**src/rtl/highscore_updater.sv**
```systemverilog
// highscore_updater: sequencer in front of a negedge-clocked highscore BRAM.
// Handles two requests. A game-over request does a read-compare-write of
// one slot, and writes only when the score is a strict new record. A clear
// request zeroes every slot. All outputs come from registers, so they stay
// stable at the BRAM's negedge sampling point.
module highscore_updater #(
  parameter int N = 1,
  parameter int W = 8
) (
  input  logic         clk,
  input  logic         rst_n,
  input  logic         game_over,
  input  logic [W-1:0] score,
  input  logic [N-1:0] slot,
  input  logic         clear_req,
  output logic [N-1:0] ram_addr,
  output logic         ram_we,
  output logic [W-1:0] ram_wdata,
  output logic         ram_clear,
  input  logic [W-1:0] ram_rdata,
  output logic         busy,
  output logic         done,
  output logic         new_record,
  output logic [W-1:0] best_score
);

  typedef enum logic [2:0] {
    IDLE, RD, WAIT, CMP, WR, CLR, DONE
  } state_t;

  // The clear counter is one bit wider than the address. This lets the
  // terminal compare reach the last slot without wrapping to zero.
  localparam logic [N:0] LAST_SLOT = {1'b0, {N{1'b1}}};

  state_t       state;
  logic [W-1:0] score_q;
  logic [N-1:0] slot_q;
  logic [N:0]   clr_cnt;
  logic         rec_q;

  // The BRAM has no use for its own clear input; slots are zeroed by walking them.
  assign ram_clear = 1'b0;

  // Controller FSM. Each output is registered and reflects the action of the state just left.
  always_ff @(posedge clk or negedge rst_n) begin
    if (!rst_n) begin
      state      <= IDLE;
      score_q    <= '0;
      slot_q     <= '0;
      clr_cnt    <= '0;
      rec_q      <= 1'b0;
      ram_addr   <= '0;
      ram_we     <= 1'b0;
      ram_wdata  <= '0;
      busy       <= 1'b0;
      done       <= 1'b0;
      new_record <= 1'b0;
      best_score <= '0;
    end else begin
      // NOTE: non-blocking defaults here turn the pulse outputs into one-cycle
      // strobes. A later assignment in the case arm overrides the default.
      ram_we     <= 1'b0;
      done       <= 1'b0;
      new_record <= 1'b0;
      case (state)
        IDLE: begin
          if (clear_req) begin
            // A clear wins; a game_over that arrives in the same cycle is dropped.
            clr_cnt <= '0;
            busy    <= 1'b1;
            state   <= CLR;
          end else if (game_over) begin
            score_q <= score;
            slot_q  <= slot;
            busy    <= 1'b1;
            state   <= RD;
          end
        end
        RD: begin
          ram_addr <= slot_q;
          state    <= WAIT;
        end
        WAIT: begin
          // Give the BRAM one negedge to latch the address and a second one to register data_out.
          state <= CMP;
        end
        CMP: begin
          if (score_q > ram_rdata) begin
            best_score <= score_q;
            state      <= WR;
          end else begin
            best_score <= ram_rdata;
            state      <= DONE;
          end
        end
        WR: begin
          ram_we    <= 1'b1;
          ram_addr  <= slot_q;
          ram_wdata <= score_q;
          rec_q     <= 1'b1;
          state     <= DONE;
        end
        CLR: begin
          ram_we     <= 1'b1;
          ram_wdata  <= '0;
          ram_addr   <= clr_cnt[N-1:0];
          best_score <= '0;
          clr_cnt    <= clr_cnt + 1'b1;
          if (clr_cnt == LAST_SLOT) state <= DONE;
        end
        DONE: begin
          done       <= 1'b1;
          new_record <= rec_q;
          rec_q      <= 1'b0;
          busy       <= 1'b0;
          state      <= IDLE;
        end
        default: begin
          busy  <= 1'b0;
          state <= IDLE;
        end
      endcase
    end
  end

endmodule

```
**config.mk**
```make
export PLATFORM = sky130hd
export DESIGN_NAME = highscore_updater
export DESIGN_NICKNAME = d
export VERILOG_FILES = /design/src/rtl/highscore_updater.sv
export SDC_FILE = /design/constraint.sdc
export NUM_CORES = 1
export LEC_CHECK = 0
export CORE_MARGIN = 3
export CORE_UTILIZATION = 51
export CTS_CLUSTER_DIAMETER = 120
export CTS_CLUSTER_SIZE = 20
export DETAILED_ROUTE_END_ITERATION = 16
export PLACE_DENSITY = 0.86
export RECOVER_POWER = 25
export SETUP_SLACK_MARGIN = 0.05
export SYNTH_ARGS = -nofsm -noshare
export SYNTH_HDL_FRONTEND = slang
export SYNTH_SLANG_ARGS = --single-unit
```
**constraint.sdc**
```tcl
create_clock -name clk -period 2.85 [get_ports clk]
set_input_delay 0.57 -clock clk [delete_from_list [all_inputs] [get_ports clk]]
set_output_delay 0.57 -clock clk [all_outputs]
set_load 0.005 [all_outputs]
```
==> results of run 1 <==
[through the flow]
stage	total power [mW]	util	cells	setup slack [ps]	setup TNS (ps)
3_3_place_gp	2.38	0.681	304	74.1	0
3_5_place_dp	2.43	0.681	304	-20.6	-20.6
6_report	2.82	0.706	312	288	0
5_1_grt	3.05	0.706	312	190	0
2_1_floorplan	1.88	-	217	532	0
4_1_cts	2.83	0.707	312	296	0
[registers in the layout (all words and copies together) (netlist names)]
name	count
ram_wdata	8
clr_cnt	2
best_score	8
score_q	8
rec_q	1
busy	1
state	3
ram_we	1
new_record	1
ram_addr	1
done	1
slot_q	1
[cells by family (layout without fill, tap and decap cells)]
kind of cell / Yosys count / in the layout / share of synthesized area
multiplexers: 19 / 19 / 0.0990
AO/OA/AOI/OAI: 72 / 72 / 0.244
buffers and inverters: 25 / 72 / 0.0519
other: 1 / 1 / 0.00179
AND/OR/NAND/NOR: 55 / 55 / 0.120
flip-flops: 36 / 36 / 0.429
adder cells (fa/ha/maj): 9 / 9 / 0.0537
[power by group through the flow]
stage	registers (mW)	clock network (mW)	logic, mW
final	0.972	0.390	1.46
after global routing	1.01	0.420	1.62
after CTS	0.970	0.393	1.47
after detailed placement	0.976	0	1.46
after global placement	0.969	0	1.41
after floorplan	0.903	0	0.973
[per-layer routing]
layer / vias up / share of wire
li1: 897 / -
met4: 0 / 0.012
met1: 880 / 0.44
met2: 72 / 0.49
met5: - / 0
met3: 6 / 0.057
[worst register-to-register path, cell delays in order (launching register included)]
cell      delay [ps]
dfrtp_1          450
ha_1             340
a21o_1           220
a21oi_4          170
buf_12           180
mux2_2           350
o221ai_1         200
o211ai_1         130
[Yosys cell counts (all sizes together) (2+ instances only)]
master  count
clkbuf      7
nand4       6
and4        2
o221ai      4
and2        2
o31ai       3
dfrtp      36
a221oi      4
a221o       4
o21ai      20
inv        14
a21oi      14
o211ai      5
buf         3
a22oi       2
o22a        2
ha          9
a41oi       4
mux2       14
nand2      29
a21o        6
nor2b       2
nor2       10
mux2i       5
nand2b      2
[cell type report]
type                            instances  share of cell area
Timing Repair Buffer                   49               0.179
Inverter                               15              0.0210
Clock inverter                          2             0.00513
Multi-Input combinational cell        156               0.406
Tap cell                               48              0.0224
Clock buffer                            6              0.0308
Sequential cell                        36               0.336
[worst max-delay path by stage]
stage	from	slack, ps	to	cells after the start
2_1_floorplan	ram_rdata[7]	530	best_score[6]$_DFFE_PN0P_	8
3_3_place_gp	ram_rdata[6]	70	best_score[6]$_DFFE_PN0P_	9
3_5_place_dp	ram_rdata[6]	-20	best_score[6]$_DFFE_PN0P_	9
4_1_cts	ram_rdata[6]	300	best_score[6]$_DFFE_PN0P_	9
5_1_grt	ram_rdata[6]	190	best_score[6]$_DFFE_PN0P_	9
6_report	ram_rdata[6]	290	best_score[6]$_DFFE_PN0P_	9
==> qor.csv, run 1 <==
metric,value,unit
Ys Warns,0,
Multi-input gate area,1090,um^2
Post-CTS Resized,0,
Worst R2R Setup Slack,680,ps
critical path arrival,2730,ps
Final Hold Vio Count,0,
Skew-Pair Late Insertion Delay,290,ps
Critical Path RT,3020,ps
Switch Pwr,1.13,mW
M3 GR Usage,0.0446,
Antenna diodes,0,
Worst Path Buf+Inv,3,
clock period minus worst slack,2560,ps
share of the synthesized area in the top cell type,0.429,
fraction of registers with async set/reset,1.00,
CTS Sinks,36,
Detailed Route WL,4.93,mm
Final nets,293,
first-pass GRT wire length,8.43,mm
slew of the pin with the lowest slew margin,881,ps
clock-pin slew on the worst setup and hold paths,80,ps
"Hold-fix buffers, CTS",0,
skew final,8.28,ps
FP Rows,22,
sequential share of the synthesized area,0.429,
Critical Path Sink Type,flop,
Vias/cell,5.95,
P_leak,1.21,nW
"final std cell area, no fill",2680,um^2
Synth area leaders,"dfrtp_1 43%, mux2_2 7.5%, ha_1 5.4%",
RSZ-0062 raised after global routing,false,
DR DRC count,0,
pin count of the biggest net entering global routing,37,
"EDFF count, synth",0,
CTS Root Cell,clkbuf_8,
IO Count,43,
DP Wirelength,3.47,mm
syn_area_per_cell,9.67,um^2
Worst IR Drop VDD,0.625,mV
outcome,finished clean,
Hold Startpoint,ram_wdata[2]$_DFFE_PN0P_,
die area,4920,um^2
detailed router's first-iteration violation count,182,
Core Area,3800,um^2
Horiz. Die Dim,70.1,um
worst-path fanout max,25,
WL per Instance,15.8,um
RR Startpoint,score_q[6]$_DFFE_PN0P_,
CTS buffer count,5,
Max Cap Viol,0,
clock share of power,0.138,
Startpoint Class,primary input,
gr usage total,0.213,
Die H,70.1,um
Tcrit/Tclk final,0.899,
placed inst area,2590,um^2
fin. max-slew vios,0,
max_slew headroom,0.413,
Power Density,1050,nW/um^2
Post-Synthesis Cells,217,
Synth cell types,38,
combinational power share,0.517,
final-layout fill cell count,302,
most frequent cells in the layout,"40 x clkdlybuf4s50_1, 36 x dfrtp_1, 29 x nand2_1",
CTS tree,done,
vias in the first global route,1820,
htree depth,2,
Initial DRT Pass Iterations,4,
GPL Wtd Cong,0.856,
Main synth FF type,dfrtp_1,
port buffer count,41,
CP Cell Sequence,clkdlybuf4s50_1 -> inv_1 -> ha_1 -> a21o_1 -> a21oi_4 -> buf_12 -> mux2_2 -> o221ai_1 -> o211ai_1,
Hold Crit Endpoint,ram_wdata[2]$_DFFE_PN0P_,
layout cells sized above 1,0.133,
cell family with most CP delay,buffers and inverters,
GRT busiest layer,met2,
met2 Use GR,0.342,
Switching Fraction,0.402,
met1 Usage GRT,0.279,
DR vias,1855,
"commonest non-fill, non-tap cell in the layout",clkdlybuf4s50_1,
Hold Slack,477,ps
mapped cell area,2100,um^2
clk buf depth,2,
Synth-to-Final Area Change,27.8,%
Initial Utilization,0.552,
Int Power,1.69,mW
maximum clock rate,390,MHz
Synth Register Bits,36,
Worst R2R Path Depth,7,
sequential share of power,0.345,
Worst Hold Depth,2,
Detail Route Antenna Nets,0,
Post-CTS Setup Inserts,0,
syn nets,247,
flip-flop and latch area,901,um^2
critical path's slowest cell,clkdlybuf4s50_1,
critical path class,primary input to flop,
"Largest stage delay, worst path",500,ps
# setup viols final,0,
worst reg2reg endpoint,best_score[6]$_DFFE_PN0P_,
number of antenna violations at the first check in global routing,0,
Hold Crit Class,flop to flop,
final global-route overflow total,0,
"area leader, netlist",dfrtp_1,
Power figures use the tool's default switching activity.
==> run 2: changes to the inputs <==
--- a/config.mk
+++ b/config.mk
@@ -5,7 +5,6 @@
 export SDC_FILE = /design/constraint.sdc
 export NUM_CORES = 1
 export LEC_CHECK = 0
-export CORE_MARGIN = 3
 export CORE_UTILIZATION = 51
 export CTS_CLUSTER_DIAMETER = 120
 export CTS_CLUSTER_SIZE = 20
==> run 2 against run 1 <==
Worst setup slack better by 9.1 ps; clock skew down 4.1 ps; sequential share of layout area shrank 0.39 points; non-clock buffer count up 1; first-iteration DRC count is 32% lower; critical endpoint is now best_score[5]$_DFFE_PN0P_.
==> qor.csv, run 2 (synthesized netlist as in run 1, its figures left out) <==
metric,value,unit,change
"final std cell area, no fill",2710,um^2,+1.2%
"Hold-fix buffers, CTS",0,,unchanged
port buffer count,41,,unchanged
Detailed Route WL,4.95,mm,+0.22%
Vias/cell,6.00,,+0.92%
detailed router's first-iteration violation count,124,,-32%
Antenna diodes,0,,unchanged
P_leak,1.22,nW,+1.1%
clock period minus worst slack,2550,ps,-9.05 ps
Post-CTS Setup Inserts,0,,unchanged
Core Area,3800,um^2,unchanged
CTS buffer count,5,,unchanged
htree depth,2,,unchanged
dpl ws,24.6,ps,+45.2 ps
Worst IR Drop VDD,0.565,mV,-9.5%
Worst Hold Depth,2,,unchanged
most frequent cells in the layout,"40 x clkdlybuf4s50_1, 36 x dfrtp_1, 29 x nand2_1",,
vias in the first global route,1843,,+1.3%
DP Wirelength,3.36,mm,-3.1%
FP Rows,22,,unchanged
pin count of the biggest net entering global routing,37,,unchanged
Hold Slack,486,ps,+8.85 ps
"Power, Total",2.92,mW,+3.5%
RR Startpoint,score_q[6]$_DFFE_PN0P_,,
final-layout fill cell count,298,,-1.3%
Synth-to-Final Area Change,29.3,%,
critical path class,primary input to flop,,
Regs by FF count,"best_score: 8 flops, ram_wdata: 8 flops, score_q: 8 flops",,
Hold Startpoint,ram_wdata[3]$_DFFE_PN0P_,,
Initial Utilization,0.552,,unchanged
Startpoint Class,primary input,,
post-route setup slack,297,ps,+9.05 ps
final global-route overflow total,0,,unchanged
slew of the pin with the lowest slew margin,898,ps,+17.3 ps
Fin Setup TNS,0,ps,unchanged
DR vias,1878,,+1.2%
outcome,finished clean,,
WL per Instance,15.8,um,about the same
Detail Route Antenna Nets,0,,unchanged
CTS Root Cell,clkbuf_8,,
Initial DRT Pass Iterations,4,,unchanged
placed inst area,2610,um^2,+0.77%
Worst R2R Setup Slack,700,ps,+20 ps
fin util,0.714,,+0.00823
gr usage total,0.253,,+0.0399
CTS tree,done,,
CTS Sinks,36,,unchanged
clock-pin slew on the worst setup and hold paths,70,ps,about the same
Critical Path Sink Type,flop,,
Hold Crit Class,flop to flop,,
Layout Cells excl Fill,313,,+0.32%
worst reg2reg endpoint,best_score[5]$_DFFE_PN0P_,,
IO Count,43,,unchanged
Hold Crit Endpoint,ram_wdata[3]$_DFFE_PN0P_,,
fin. max-slew vios,0,,unchanged
Worst R2R Path Depth,7,,unchanged
dpl cells,305,,+0.33%
Final Hold Vio Count,0,,unchanged
GPL Wtd Cong,0.851,,-0.58%
die area,4370,um^2,-11%
layout cells sized above 1,0.132,,-0.000500
number of antenna violations at the first check in global routing,0,,unchanged
worst-path fanout max,12,,-52%
DR DRC count,0,,unchanged
clk buf depth,2,,unchanged
critical path arrival,2720,ps,about the same
Final nets,294,,+0.34%
Power Density,1080,nW/um^2,+2.3%
Tcrit/Tclk final,0.896,,-0.00318
# setup viols final,0,,unchanged
Horiz. Die Dim,66.1,um,-5.7%
maximum clock rate,392,MHz,+0.35%
Max Cap Viol,0,,unchanged
"commonest non-fill, non-tap cell in the layout",clkdlybuf4s50_1,,
first-pass GRT wire length,8.23,mm,-2.4%
max_slew headroom,0.401,,-0.0116
Critical Path RT,3010,ps,about the same
Die H,66.1,um,-5.7%
skew final,4.15,ps,-4.13 ps
Post-CTS Resized,0,,unchanged
RSZ-0062 raised after global routing,false,,
Skew-Pair Late Insertion Delay,290,ps,about the same
==> run 2: power by group <==
| group | internal (mW) | switching, mW |
|---|---|---|
| Sequential | 0.743 | 0.226 |
| Clock | 0.260 | 0.187 |
| Combinational | 0.779 | 0.725 |
| Total | 1.78 | 1.14 |
==> run 2: worst max-delay path, cell delays in order <==
cell             delay, ps
clkdlybuf4s50_1        500
inv_1                   60
ha_1                   350
a41o_1                 260
a21oi_4                190
buf_12                 160
mux2_2                 330
o221ai_1               170
o211ai_1               120
==> run 2: metal layers <==
layer | wire, um | share of wire | GRT usage | vias to the layer above
met5 | 0 | 0 | 0 | -
met4 | 84 | 0.017 | 0.0984 | 0
met3 | 296 | 0.060 | 0.0569 | 8
met2 | 2430 | 0.49 | 0.416 | 72
met1 | 2140 | 0.43 | 0.321 | 900
li1 | - | - | - | 898
==> run 2: area by class of cell <==
cell class | instances | area (um^2) | share of cell area
Multi-Input combinational cell | 156 | 1090 | 0.401
Timing Repair Buffer | 50 | 500 | 0.184
Tap cell | 48 | 60.1 | 0.0221
Inverter | 15 | 56.3 | 0.0207
Sequential cell | 36 | 901 | 0.332
Clock inverter | 2 | 35.0 | 0.0129
Clock buffer | 6 | 72.6 | 0.0267
==> run 2: worst max-delay path by stage <==
stage / startpoint / end / depth (start not counted) / slack (ps)
floorplan: ram_rdata[7] / best_score[6]$_DFFE_PN0P_ / 8 / 530
global placement: ram_rdata[6] / best_score[6]$_DFFE_PN0P_ / 9 / 70
detailed placement: ram_rdata[6] / best_score[4]$_DFFE_PN0P_ / 9 / 20
CTS: ram_rdata[6] / best_score[5]$_DFFE_PN0P_ / 9 / 300
global route: ram_rdata[7] / best_score[7]$_DFFE_PN0P_ / 9 / 170
finish: ram_rdata[6] / best_score[5]$_DFFE_PN0P_ / 9 / 300
